$ cat config.mk
export PLATFORM = sky130hd
export DESIGN_NAME = hilo_div_ctrl
export DESIGN_NICKNAME = d
export VERILOG_FILES = /design/src/rtl/hilo_div_ctrl_pkg.sv /design/src/rtl/hilo_div_ctrl_div_core.sv /design/src/rtl/hilo_div_ctrl.sv
export SDC_FILE = /design/constraint.sdc
export NUM_CORES = 1
export LEC_CHECK = 0
export CAP_MARGIN = 20
export CORE_MARGIN = 3
export CORE_UTILIZATION = 35
export DETAILED_ROUTE_END_ITERATION = 7
export PLACE_DENSITY = 0.65
export SYNTH_ARGS = -nofsm -noshare
export SYNTH_HDL_FRONTEND = slang
export SYNTH_SLANG_ARGS = --single-unit
export TNS_END_PERCENT = 100
$ cat constraint.sdc
create_clock -name clk -period 15.2 [get_ports clk]
set_clock_uncertainty 0.2 [all_clocks]
set_input_delay 3.04 -clock clk [delete_from_list [all_inputs] [get_ports clk]]
set_output_delay 3.04 -clock clk [all_outputs]
set_load 0.01 [all_outputs]
$ cat src/rtl/hilo_div_ctrl_pkg.sv
// Shared types and constants for the HI/LO register and divider sequencer.
package hilo_pkg;

  localparam int DIV_CYCLES = 32;
  localparam int CNT_W      = 5;

  typedef enum logic [1:0] {
    IDLE = 2'd0,
    RUN  = 2'd1,
    DONE = 2'd2
  } state_t;

endpackage

$ cat src/rtl/hilo_div_ctrl_div_core.sv
// Unsigned restoring divider datapath: one shift-subtract step per cycle while step is high.
module div_core #(
  parameter int DW = 32
) (
  input  logic          clk,
  input  logic          rst,
  input  logic          load,
  input  logic          step,
  input  logic [DW-1:0] dividend_abs,
  input  logic [DW-1:0] divisor_abs,
  output logic [DW-1:0] quo,
  output logic [DW-1:0] rem
);

  logic [DW-1:0] rem_r;
  logic [DW-1:0] quo_r;
  logic [DW-1:0] dvs_r;
  logic [DW:0]   rem_sh_s;
  logic [DW+1:0] diff_s;

  // Trial subtraction; the extra top bit of diff_s is the borrow.
  always_comb begin
    rem_sh_s = {rem_r, quo_r[DW-1]};
    diff_s   = {1'b0, rem_sh_s} - {2'b00, dvs_r};
  end

  // Quotient bits enter at the LSB as dividend bits leave the MSB.
  always_ff @(posedge clk or posedge rst) begin
    if (rst) begin
      rem_r <= '0;
      quo_r <= '0;
      dvs_r <= '0;
    end else if (load) begin
      rem_r <= '0;
      quo_r <= dividend_abs;
      dvs_r <= divisor_abs;
    end else if (step) begin
      if (!diff_s[DW+1]) begin
        rem_r <= diff_s[DW-1:0];
        quo_r <= {quo_r[DW-2:0], 1'b1};
      end else begin
        rem_r <= rem_sh_s[DW-1:0];
        quo_r <= {quo_r[DW-2:0], 1'b0};
      end
    end
  end

  assign quo = quo_r;
  assign rem = rem_r;

endmodule

$ cat src/rtl/hilo_div_ctrl.sv
// HI/LO register pair with DIV/DIVU sequencing, PC stall and MTHI/MTLO writes.
// Optional divide-by-zero trap enabled by defining HILO_DIV_ZERO_TRAP_EN.
module hilo_div_ctrl
  import hilo_pkg::*;
#(
  parameter int DW = 32
) (
  input  logic          clk,
  input  logic          rst,
  input  logic          req_div,
  input  logic          req_divu,
  input  logic [DW-1:0] dividend,
  input  logic [DW-1:0] divisor,
  input  logic          hiin,
  input  logic          loin,
  input  logic [DW-1:0] hilo_wdata,
  output logic          pc_no_add,
  output logic          busy,
  output logic          over,
  output logic [DW-1:0] hi_out,
  output logic [DW-1:0] lo_out
`ifdef HILO_DIV_ZERO_TRAP_EN
  , output logic        div_zero_exc
`endif
);

  localparam logic [CNT_W-1:0] LAST_CNT = CNT_W'(DIV_CYCLES - 1);

  state_t            state_r, state_s;
  logic [CNT_W-1:0]  cnt_r;
  logic              signed_r, dvd_neg_r, dvs_neg_r, zero_r;
  logic              req_s, load_s, step_s, commit_s, zero_s;
  logic              dvd_neg_s, dvs_neg_s;
  logic [DW-1:0]     dvd_abs_s, dvs_abs_s, quo_s, rem_s, quo_fix_s, rem_fix_s;
  logic [DW-1:0]     hi_r, lo_r;

  assign req_s     = req_div | req_divu;
  assign zero_s    = (divisor == {DW{1'b0}});
  // req_div takes priority, so any request with req_div high is signed.
  assign dvd_neg_s = req_div & dividend[DW-1];
  assign dvs_neg_s = req_div & divisor[DW-1];
  assign dvd_abs_s = dvd_neg_s ? ({DW{1'b0}} - dividend) : dividend;
  assign dvs_abs_s = dvs_neg_s ? ({DW{1'b0}} - divisor) : divisor;

  // Next-state and datapath control.
  always_comb begin
    state_s = state_r;
    load_s  = 1'b0;
    step_s  = 1'b0;
    case (state_r)
      IDLE: begin
        if (req_s) begin
          load_s = 1'b1;
`ifdef HILO_DIV_ZERO_TRAP_EN
          if (zero_s) state_s = DONE;
          else        state_s = RUN;
`else
          state_s = RUN;
`endif
        end else begin
          state_s = IDLE;
        end
      end
      RUN: begin
        step_s = 1'b1;
        if (cnt_r == LAST_CNT) state_s = DONE;
        else                   state_s = RUN;
      end
      DONE:    state_s = IDLE;
      default: state_s = IDLE;
    endcase
  end

  // FSM state, step counter and operand sign capture.
  always_ff @(posedge clk or posedge rst) begin
    if (rst) begin
      state_r   <= IDLE;
      cnt_r     <= '0;
      signed_r  <= 1'b0;
      dvd_neg_r <= 1'b0;
      dvs_neg_r <= 1'b0;
      zero_r    <= 1'b0;
    end else begin
      state_r <= state_s;
      if (load_s) begin
        cnt_r     <= '0;
        signed_r  <= req_div;
        dvd_neg_r <= dvd_neg_s;
        dvs_neg_r <= dvs_neg_s;
        zero_r    <= zero_s;
      end else if (step_s) begin
        cnt_r <= cnt_r + {{(CNT_W-1){1'b0}}, 1'b1};
      end
    end
  end

  div_core #(.DW(DW)) u_core (
    .clk          (clk),
    .rst          (rst),
    .load         (load_s),
    .step         (step_s),
    .dividend_abs (dvd_abs_s),
    .divisor_abs  (dvs_abs_s),
    .quo          (quo_s),
    .rem          (rem_s)
  );

  // Negation wraps, so 0x80000000 / -1 naturally yields 0x80000000.
  assign quo_fix_s = (signed_r & (dvd_neg_r ^ dvs_neg_r)) ? ({DW{1'b0}} - quo_s) : quo_s;
  assign rem_fix_s = (signed_r & dvd_neg_r) ? ({DW{1'b0}} - rem_s) : rem_s;

`ifdef HILO_DIV_ZERO_TRAP_EN
  assign commit_s     = (state_r == DONE) & ~zero_r;
  assign div_zero_exc = (state_r == DONE) & zero_r;
`else
  assign commit_s = (state_r == DONE);
`endif

  // HI/LO registers; a division commit overrides MTHI/MTLO in the same cycle.
  always_ff @(posedge clk or posedge rst) begin
    if (rst) begin
      hi_r <= '0;
      lo_r <= '0;
    end else if (commit_s) begin
      hi_r <= rem_fix_s;
      lo_r <= quo_fix_s;
    end else begin
      if (hiin) hi_r <= hilo_wdata;
      if (loin) lo_r <= hilo_wdata;
    end
  end

  assign hi_out    = hi_r;
  assign lo_out    = lo_r;
  assign busy      = (state_r == RUN);
  assign over      = (state_r == DONE);
  assign pc_no_add = req_s & (state_r != DONE) & ~rst;

endmodule

### Word-level counts from Yosys, hierarchy flattened

Cells that the tools add are included.

| word-level totals | value |
|---|---|
| flip-flop bits (word level) | 170 |
| input port bits | 102 |
| output and inout port bits | 67 |
| logic and storage cells | 55 |

| operators by class | value |
|---|---|
| add/sub/neg operators | 6 |
| equal/unequal tests | 4 |
| multiplexer cells | 22 |
| bitwise gates (word level) | 9 |
| reductions and logical operators | 4 |

Operators by type and width:

| cell | number |
|---|---|
| $mux W32 | 13 |
| $sub A1 B32 Y32 const A | 4 |
| $sub A33 B32 Y34 | 1 |
| $mux W5 | 2 |
| $and A1 B1 Y1 | 6 |
| $reduce_bool A2 Y1 | 3 |
| $add A5 B1 Y5 const B | 1 |
| $eq A5 B5 Y1 const B | 1 |
| $mux W1 | 5 |
| $pmux W2 S2 | 1 |
| $eq A2 B1 Y1 const B | 1 |
| $eq A2 B2 Y1 const B | 1 |
| $logic_not A2 Y1 | 1 |
| $mux W2 | 1 |
| $ne A2 B2 Y1 const B | 1 |
| $not A1 Y1 | 1 |
| $or A1 B1 Y1 | 1 |
| $xor A1 B1 Y1 | 1 |

### Longest topological paths before layout

Gate-level depths: netlist of the first run.

| logic depth | value |
|---|---|
| word-level depth | 4 |
| depth in mapped cells | 13 |
| gate-level depth less buffers | 12 |

### By module

A second synthesis of the first run with hierarchy kept.

| second synthesis, totals | value |
|---|---|
| cell total of the unflattened synthesis | 1396 |
| area, all modules | 12122.9 µm² |

Modules (own cells, without submodules):

| module | instances | cells each | area an instance (µm²) | sequential area each (µm²) |
|---|---|---|---|---|
| hilo_div_ctrl | 1 | 749 | 6234.7 | 1851.8 |
| div_core | 1 | 647 | 5888.1 | 2402.3 |

### Least setup slack after synthesis of the first run

Ideal clock, no wire load.

| timing path | value |
|---|---|
| kind | input-to-output |
| from | in req_divu |
| to | out pc_no_add |
| arrival time | 3.378 ns |
| data required time | 11.960 ns |
| setup slack | 8.582 ns |
| stages | 2 |
| path buffers | 0 |
| path through | nor2_1 nor3_1 |

| between the ends | value |
|---|---|
| cells in the longest elaborated chain, start to end | 3 |

Ends and longest elaborated chain:

| what | RTL line | source |
|---|---|---|
| start: declaration | hilo_div_ctrl.sv:11 | `input logic req_divu,` |
| $or A1 B1 Y1 | hilo_div_ctrl.sv:37 | `assign req_s = req_div \| req_divu;` |
| $and A1 B1 Y1 (2 in a row) | hilo_div_ctrl.sv:137 | `assign pc_no_add = req_s & (state_r != DONE) & ~rst;` |
| end: declaration | hilo_div_ctrl.sv:17 | `output logic pc_no_add,` |

Every way passes these cells.

### Final worst setup path of the first run

| timing path | value |
|---|---|
| from | in req_div |
| to | out pc_no_add |

| between the ends | value |
|---|---|
| cells in the longest elaborated chain, start to end | 3 |

Ends and longest elaborated chain:

| what | RTL line | source |
|---|---|---|
| start: declaration | hilo_div_ctrl.sv:10 | `input logic req_div,` |
| $or A1 B1 Y1 | hilo_div_ctrl.sv:37 |  |
| $and A1 B1 Y1 (2 in a row) | hilo_div_ctrl.sv:137 |  |

Every way passes these cells.

==> impl_metrics.toml, run 1 <==
[critical_path]
crit_top_cell = "clkdlybuf4s50_1"
reg2reg_depth = 10
crit_path_start_kind = "primary input"
crit_arrival_ns = 4.83
r2r-start = "u_core.rem[2]"
crit_chain = "clkdlybuf4s50_1, nor2_1, nor3_1, clkdlybuf4s50_1"
critPathKind = "primary input to output port"
crit_family = "buffers and inverters"
path_buf_inv = 2
worst_path_max_delay_cell = "clkdlybuf4s50_1"
cp.required_ns = 11.96
cpPeakStageDelay_ns = 0.81
critical_path_peak_fanout = 8
r2r-end = "u_core.rem[22]"
r2r_slack_ns = 10.73
endpoint_kind = "output port"

[hold_path]
hold_path_depth = 2
hold_path.startpoint = "u_core.dvs_r[9]"
holdCritPathClass = "flop to flop"
whs_endpoint = "u_core.dvs_r[9]"

[logic_synthesis]
synth_top_area_cell = "dfrtp_1"
synthMuxAreaShare = 0.0628
synthCells = 1363
avgSynthCellArea_um2 = 8.54
synthAdderAreaFrac = 0.0426
synth_top_area_share = 0.366
synth_xor_area_frac = 0.108
yosysUniqueCellTypes = 65
synth_most_common_cell = "o21ai_0"
yosysWarnings = 0
synth_common_cells = "185 x o21ai_0, 170 x dfrtp_1, 155 x nand2_1, 85 x a21oi_1, 77 x xnor2_1"
synthFlopType = "dfrtp_1"
synth_compound_area_frac = 0.226
yosysSeqAreaShare = 0.366
synth_edf_count = 0
synth_area_mm2 = 0.0116
synthTopCellsByArea = "dfrtp_1 37%, o21ai_0 8.0%, mux2i_1 6.3%"
ys_seq_elements = 170
synth_nets = 1504
synth-simple-area-share = 0.151
async_flop_share = 1.00
synth_top_family_by_area = "compound AO/OA/AOI/OAI gates"

[timing]
maxSlewHeadroom = 0.265
hold_viol = 0
tightest_slew_ns = 1.10
period_needed_ns = 8.07
max_freq_mhz = 124
setup_viol = 0
rsz0062_at_grt = "no"
finalMaxSlewViolations = 0
tns_ns = 0
min_period_over_period = 0.531

[die]
top_level_ports = 169
die-area_mm2 = 0.0355
die_x_um = 188
num_rows = 66
die_h_um = 188
core_area_mm2 = 0.0326
start_util = 0.357

[global_routing]
grt_max_degree = 112
grt_overflow = 0
grt_pass1_wl_um = 53100
grt.total_usage = 0.183
grt_pass1_vias = 9814
antenna_found_initial = 1

[routing]
drcViolationCount = 0
first_iter_violations = 776
final_antenna_net_count = 0
wire_per_inst_um = 17.1
avgViaCountPerCell = 5.35
num_vias = 10400
drt-pass1-iter-count = 7
wirelength_um = 33100

[clock_network]
cts_root_buf = "clkbuf_16"
cts_num_sinks = 170
cts_setup_buffers = 0
clkTransAtPathRegs_ns = 0.06
ctsHtreeMaxLevel = 4
post_cts_resize_count = 0
cts_tree = "done"
numCtsBuffers = 17
cts.hold.buffers_added = 0
clk_latency_ns = 0.43
cts_buffer_depth = 2

[finish]
layout-drive-gt1-share = 0.0422
area_growth_pct = 22.6
finish.utilization = 0.437
fillCellCount = 3205
final_nets = 1621

[pwr]
max-vdd-ir-drop_uv = 101
p_leak_uw = 0.00590
cellPowerDensity_mw_per_mm2 = 205

[run]
cap_violations = 0

[run_status]
status = "finished clean"

[placement]
dpl.hpwl_um = 24300
globalplace.congestion = 0.877
io_buffers = 168
==> sequential cells by signal, indices dropped and copies added (netlist names) <==
register / flops
cnt_r: 5
dvd_neg_r: 1
dvs_neg_r: 1
hi_out: 32
lo_out: 32
signed_r: 1
state_r: 2
u_core.dvs_r: 32
u_core.quo: 32
u_core.rem: 32
==> worst reg2reg max path, cell delays in order, from the launching register on <==
cell,delay (ns)
dfrtp_1,0.48
ha_1,0.43
o211ai_1,0.12
a21oi_1,0.32
o21ai_1,0.26
a2111oi_1,0.63
o311ai_1,0.14
buf_4,0.21
nand2_1,0.71
nand2_1,0.54
o21ai_0,0.33
==> final cells by class <==
| type | instances | area, um^2 | area share |
|---|---|---|---|
| well taps | 442 | 553 | 0.0388 |
| inverters | 58 | 223 | 0.0156 |
| clock inverters | 13 | 151 | 0.0106 |
| repair buffers | 177 | 1740 | 0.122 |
| multi-input cells | 1056 | 6890 | 0.483 |
| diodes | 1 | 2.50 | 0.000175 |
| flip-flops and latches | 170 | 4250 | 0.298 |
| clock buffers | 19 | 453 | 0.0318 |
==> cells by family (layout without fill, tap and decap cells) <==
| kind of cell | count (synthesis) | count (layout) |
|---|---|---|
| AO/OA/AOI/OAI | 434 | 434 |
| other | 0 | 1 |
| AND/OR/NAND/NOR | 367 | 367 |
| adder cells (fa/ha/maj) | 39 | 39 |
| multiplexers | 73 | 73 |
| flip-flops | 170 | 170 |
| XOR/XNOR | 143 | 143 |
| buffers and inverters | 137 | 267 |
==> worst max path at each step <==
stage               startpoint         to  slack [ns]  cells past startpoint
finish                 req_div  pc_no_add        7.13                      4
detailed placement     req_div  pc_no_add        7.17                      4
global route           req_div  pc_no_add        7.09                      4
CTS                    req_div  pc_no_add        7.17                      4
global placement       req_div  pc_no_add        7.18                      4
floorplan                  rst   cnt_r[0]        7.36                      1
==> metrics by stage <==
| stage | std cells | area, um^2 | hold slack [ns] | setup slack, ns | power (uW) |
|---|---|---|---|---|---|
| floorplan | 1363 | 11600 | 0.249 | 7.36 | 2030 |
| global placement | 1903 | 13700 | 0.261 | 7.18 | 2420 |
| detailed placement | 1903 | 13700 | 0.271 | 7.17 | 2460 |
| CTS | 1935 | 14300 | 0.286 | 7.17 | 2920 |
| global route | 1936 | 14300 | 0.302 | 7.09 | 3170 |
| finish | 1936 | 14300 | 0.279 | 7.13 | 2930 |
==> layout by cell type (no fill, tap or decap), types with 9 or more instances in the layout <==
master	n
nor4_1	13
and2_1	9
a31oi_1	16
nand3_1	19
nor2_1	68
a21o_1	22
and3_1	10
nor2b_1	17
inv_1	56
a211oi_1	16
ha_1	38
clkbuf_16	17
mux2i_1	73
nand2_1	155
a22oi_1	30
buf_4	9
dfrtp_1	170
xnor2_1	77
o21ai_0	184
o31ai_1	19
a21oi_1	85
o41ai_1	12
or3_1	9
xor2_1	66
nor3_1	21
clkdlybuf4s50_1	166
==> metal layers <==
| layer | vias up | part of all wire | global-route usage |
|---|---|---|---|
| met5 | - | 0 | 0 |
| met4 | 0 | 0.011 | 0.0392 |
| met3 | 23 | 0.056 | 0.0253 |
| met2 | 306 | 0.45 | 0.289 |
| met1 | 4917 | 0.49 | 0.269 |
| li1 | 5110 | - | - |
==> where the power goes <==
| group | total (uW) | switching, uW | internal, uW |
|---|---|---|---|
| combinational | 1640 | 926 | 713 |
| sequential | 836 | 209 | 626 |
| clock | 454 | 198 | 256 |
No activity file was read; power rests on OpenSTA's default activity.
==> run 2: changes to the inputs <==
clock period = 8.4 ns   (was 15.2 ns; I/O delays follow)
==> impl_metrics.toml, run 2 (synthesized netlist as in run 1, its figures left out) <==
[placement]
io_buffers = 168
pre_cts_ws_ns = 3.07
dpl.hpwl_um = 24600
placed_cells = 1903
globalplace.congestion = 0.873

[critical_path]
critPathKind = "primary input to output port"
crit_chain = "clkdlybuf4s50_1, nor2_1, nor3_1, clkdlybuf4s50_1"
path_buf_inv = 2
worst_path_max_delay_cell = "clkdlybuf4s50_1"
crit_family = "buffers and inverters"
crit_path_start_kind = "primary input"
r2r_slack_ns = 3.91
cpPeakStageDelay_ns = 0.82
critical_path_peak_fanout = 8
crit_arrival_ns = 3.49
cp.required_ns = 6.52
endpoint_kind = "output port"
crit_top_cell = "clkdlybuf4s50_1"

[clock_network]
cts_num_sinks = 170
post_cts_resize_count = 0
clkTransAtPathRegs_ns = 0.07
cts_tree = "done"
cts_buffer_depth = 2
clk_latency_ns = 0.45
numCtsBuffers = 17
cts_root_buf = "clkbuf_16"
cts_setup_buffers = 0
ctsHtreeMaxLevel = 4
cts.hold.buffers_added = 0

[routing]
drt-pass1-iter-count = 5
avgViaCountPerCell = 5.40
top_layer_used = "met4"
wl_met2_um = 14800
num_vias = 10500
first_iter_violations = 699
final_antenna_net_count = 0
met1Wirelength_um = 16300
wirelength_um = 33600
wl_met3_um = 1980
drcViolationCount = 0
wire_per_inst_um = 17.3

[die]
die_x_um = 188
num_rows = 66
die_h_um = 188
core_area_mm2 = 0.0326
top_level_ports = 169
die-area_mm2 = 0.0355
start_util = 0.357

[global_routing]
grt_pass1_wl_um = 54200
grt_max_degree = 100
grt_pass1_vias = 10100
antenna_found_initial = 0
grt.total_usage = 0.188
grt_overflow = 0

[timing]
period_needed_ns = 5.37
min_period_over_period = 0.640
worst_slack_ns = 3.03
hold-worst-slack_ns = 0.279
tightest_slew_ns = 1.10
setup_viol = 0
hold_viol = 0
rsz0062_at_grt = "no"
finalMaxSlewViolations = 0
max_freq_mhz = 186
maxSlewHeadroom = 0.268
tns_ns = 0

[finish]
stdcell_count = 1935
final_nets = 1621
fillCellCount = 3152
area_growth_pct = 22.1
layout-drive-gt1-share = 0.0409
final_cell_mix = "184 x o21ai_0, 170 x dfrtp_1, 166 x clkdlybuf4s50_1, 155 x nand2_1, 85 x a21oi_1"
diodes = 0
final_common_cell = "o21ai_0"

[pwr]
cellPowerDensity_mw_per_mm2 = 369
power_uw = 5250
p_leak_uw = 0.00586
max-vdd-ir-drop_uv = 193

[run_status]
status = "finished clean"

[run]
cap_violations = 0

[hold_path]
holdCritPathClass = "flop to flop"
-- run 2: cell count changes in the layout (fill, tap and decap cells not counted), moves of 2 or more --
| cell | previous run | this run |
|---|---|---|
| clkbuf_1 | 0 | 2 |
| clkbuf_8 | 2 | 0 |
| clkinv_2 | 2 | 4 |
| clkinvlp_4 | 0 | 3 |
| inv_6 | 8 | 3 |
-- run 2: routing by layer --
layer | vias to the layer above | global-route usage
li1 | 5092 | -
met1 | 5013 | 0.271
met2 | 318 | 0.292
met3 | 31 | 0.0353
met4 | 0 | 0.0455
met5 | - | 0
-- run 2: layout make-up --
type                    count  area [um^2]  share of cell area
repair buffers            177         1740               0.122
multi-input cells        1056         6890               0.485
inverters                  58          223              0.0157
clock inverters            13          119             0.00837
well taps                 442          553              0.0389
flip-flops and latches    170         4250               0.299
clock buffers              19          433              0.0305
-- run 2: report_power, final --
part / leakage [uW] / switching [uW] / total [uW] / internal, uW
Combinational: 0.00357 / 1680 / 2970 / 1290
Sequential: 0.00202 / 384 / 1520 / 1130
Clock: 0.000265 / 351 / 761 / 410
Total: 0.00586 / 2410 / 5250 / 2830
-- run 2: through the flow --
stage | util | area [um^2]
after floorplan | - | 11600
after global placement | 0.419 | 13700
after detailed placement | 0.419 | 13700
after CTS | 0.436 | 14200
after global routing | 0.436 | 14200
final | 0.436 | 14200
-- run 2: tightest hold or removal path: cells and delay by family, from the launching register on --
family,cells,cell delay [ns]
AND/OR/NAND/NOR,1,0.05
AO/OA/AOI/OAI,1,0.06
flip-flops,1,0.34
-- run 2: path summary, 6_finish.rpt --
path	to	depth (start not counted)	from
setup / recovery	pc_no_add	4	req_div
hold / removal	u_core.dvs_r[13]	2	u_core.dvs_r[13]
setup reg to reg	u_core.rem[31]	10	u_core.rem[2]
hold reg to reg	u_core.dvs_r[13]	2	u_core.dvs_r[13]
max in group asynchronous	u_core.dvs_r[24]	3	rst
min in group asynchronous	hi_out[19]	2	rst
==> run 3: changes to the inputs <==
clock period = 5.2 ns   (was 8.4 ns; I/O delays follow)
==> impl_metrics.toml, run 3 (synthesized netlist as in run 1, its figures left out) <==
[clock_network]
cts_root_buf = "clkbuf_16"
cts.hold.buffers_added = 0
ctsHtreeMaxLevel = 4
cts_setup_buffers = 0
clk_latency_ns = 0.43
cts_buffer_depth = 2
numCtsBuffers = 17
post_cts_resize_count = 0
cts_num_sinks = 170
clkTransAtPathRegs_ns = 0.07
cts_tree = "done"

[critical_path]
worst_path_max_delay_cell = "or4_4"
crit_path_start_kind = "primary input"
crit_family = "simple AND/OR/NAND/NOR gates"
critical_path_peak_fanout = 4
crit_arrival_ns = 3.94
r2r-start = "u_core.rem[3]"
crit_chain = "clkdlybuf4s50_1, or4_4, or3_4, or3_4, or3_1, or4_4, nand2_1, xor2_1, o21ai_1"
reg2reg_depth = 10
endpoint_kind = "flop"
r2r-end = "u_core.rem[0]"
critPathKind = "primary input to flop"
path_buf_inv = 1
cp.required_ns = 5.31
cpPeakStageDelay_ns = 0.54
r2r_slack_ns = 1.44

[timing]
setup_viol = 0
maxSlewHeadroom = 0.276
period_needed_ns = 3.83
max_freq_mhz = 261
min_period_over_period = 0.736
tightest_slew_ns = 1.09
tns_ns = 0
rsz0062_at_grt = "no"
hold_viol = 0
finalMaxSlewViolations = 0

[routing]
drcViolationCount = 0
first_iter_violations = 843
num_vias = 10500
wirelength_um = 33500
avgViaCountPerCell = 5.40
wire_per_inst_um = 17.2
drt-pass1-iter-count = 5
final_antenna_net_count = 0

[pwr]
max-vdd-ir-drop_uv = 310
p_leak_uw = 0.00591
power_uw = 8550
cellPowerDensity_mw_per_mm2 = 598

[finish]
area_growth_pct = 22.8
final_common_cell = "o21ai_0"
layout-drive-gt1-share = 0.0454
diodes = 0
fillCellCount = 3233
final_cell_mix = "184 x o21ai_0, 170 x dfrtp_1, 166 x clkdlybuf4s50_1, 155 x nand2_1, 85 x a21oi_1"
final_nets = 1626

[global_routing]
grt_pass1_wl_um = 54700
grt.total_usage = 0.187
grt_pass1_vias = 10100
antenna_found_initial = 0
grt_max_degree = 142
grt_overflow = 0

[die]
top_level_ports = 169
die_x_um = 188
num_rows = 66
die_h_um = 188
die-area_mm2 = 0.0355
core_area_mm2 = 0.0326
start_util = 0.357

[placement]
io_buffers = 168
dpl.hpwl_um = 24700
globalplace.congestion = 0.911

[hold_path]
hold_path.startpoint = "u_core.dvs_r[13]"
whs_endpoint = "u_core.dvs_r[13]"
hold_path_depth = 2
holdCritPathClass = "flop to flop"

[run_status]
status = "finished clean"

[run]
cap_violations = 0
-- run 3: cell types whose count changed in the layout (fill, tap and decap cells not counted), sizes merged --
cell      before  now
clkbuf        19   17
clkinv         7    5
inv           60   66
clkinvlp       3    2
bufinv         1    0
buf           11   16
-- run 3: cell type report --
cell class	instances	area [um^2]	share of cell area
Clock buffer	17	425	0.0298
Clock inverter	15	146	0.0102
Inverter	58	221	0.0155
Multi-Input combinational cell	1056	6890	0.482
Sequential cell	170	4250	0.298
Tap cell	442	553	0.0387
Timing Repair Buffer	182	1800	0.126
-- run 3: power breakdown --
group,internal [uW],switching [uW]
Combinational,2110,2730
Clock,640,620
Sequential,1830,616
-- run 3: worst max-delay path by stage --
stage                  startpoint          endpoint  cells past startpoint
floorplan             divisor[12]  u_core.dvs_r[29]                      8
CTS                   divisor[10]  u_core.dvs_r[29]                      9
detailed placement    divisor[10]  u_core.dvs_r[29]                      9
finish                divisor[10]  u_core.dvs_r[29]                      9
global placement      divisor[10]  u_core.dvs_r[29]                      9
global route        u_core.rem[3]    u_core.rem[22]                     10
-- run 3: worst reg2reg max path, delay by kind of cell, from the launching register on --
family | cells | cell delay [ns]
flops | 1 | 0.45
compound gates | 7 | 1.80
buf+inv | 1 | 0.24
fa+ha+maj | 1 | 0.40
simple gates | 1 | 0.57
-- run 3: routing by layer --
metal | global-route usage | up-vias | wire, um
li1 | - | 5100 | -
met1 | 0.273 | 4974 | 16200
met2 | 0.294 | 358 | 14800
met3 | 0.0296 | 43 | 1900
met4 | 0.0415 | 0 | 524
met5 | 0 | - | 0
-- run 3: per-stage QoR --
stage / std cells / util / hold WS (ns) / cell area [um^2] / setup slack (ns)
3_3_place_gp: 1908 / 0.421 / 0.262 / 13700 / 0.937
5_1_grt: 1940 / 0.438 / 0.309 / 14300 / 1.13
6_report: 1940 / 0.438 / 0.282 / 14300 / 1.37
4_1_cts: 1940 / 0.438 / 0.287 / 14300 / 1.38
2_1_floorplan: 1363 / - / 0.249 / 11600 / 1.50
3_5_place_dp: 1908 / 0.421 / 0.271 / 13700 / 0.913
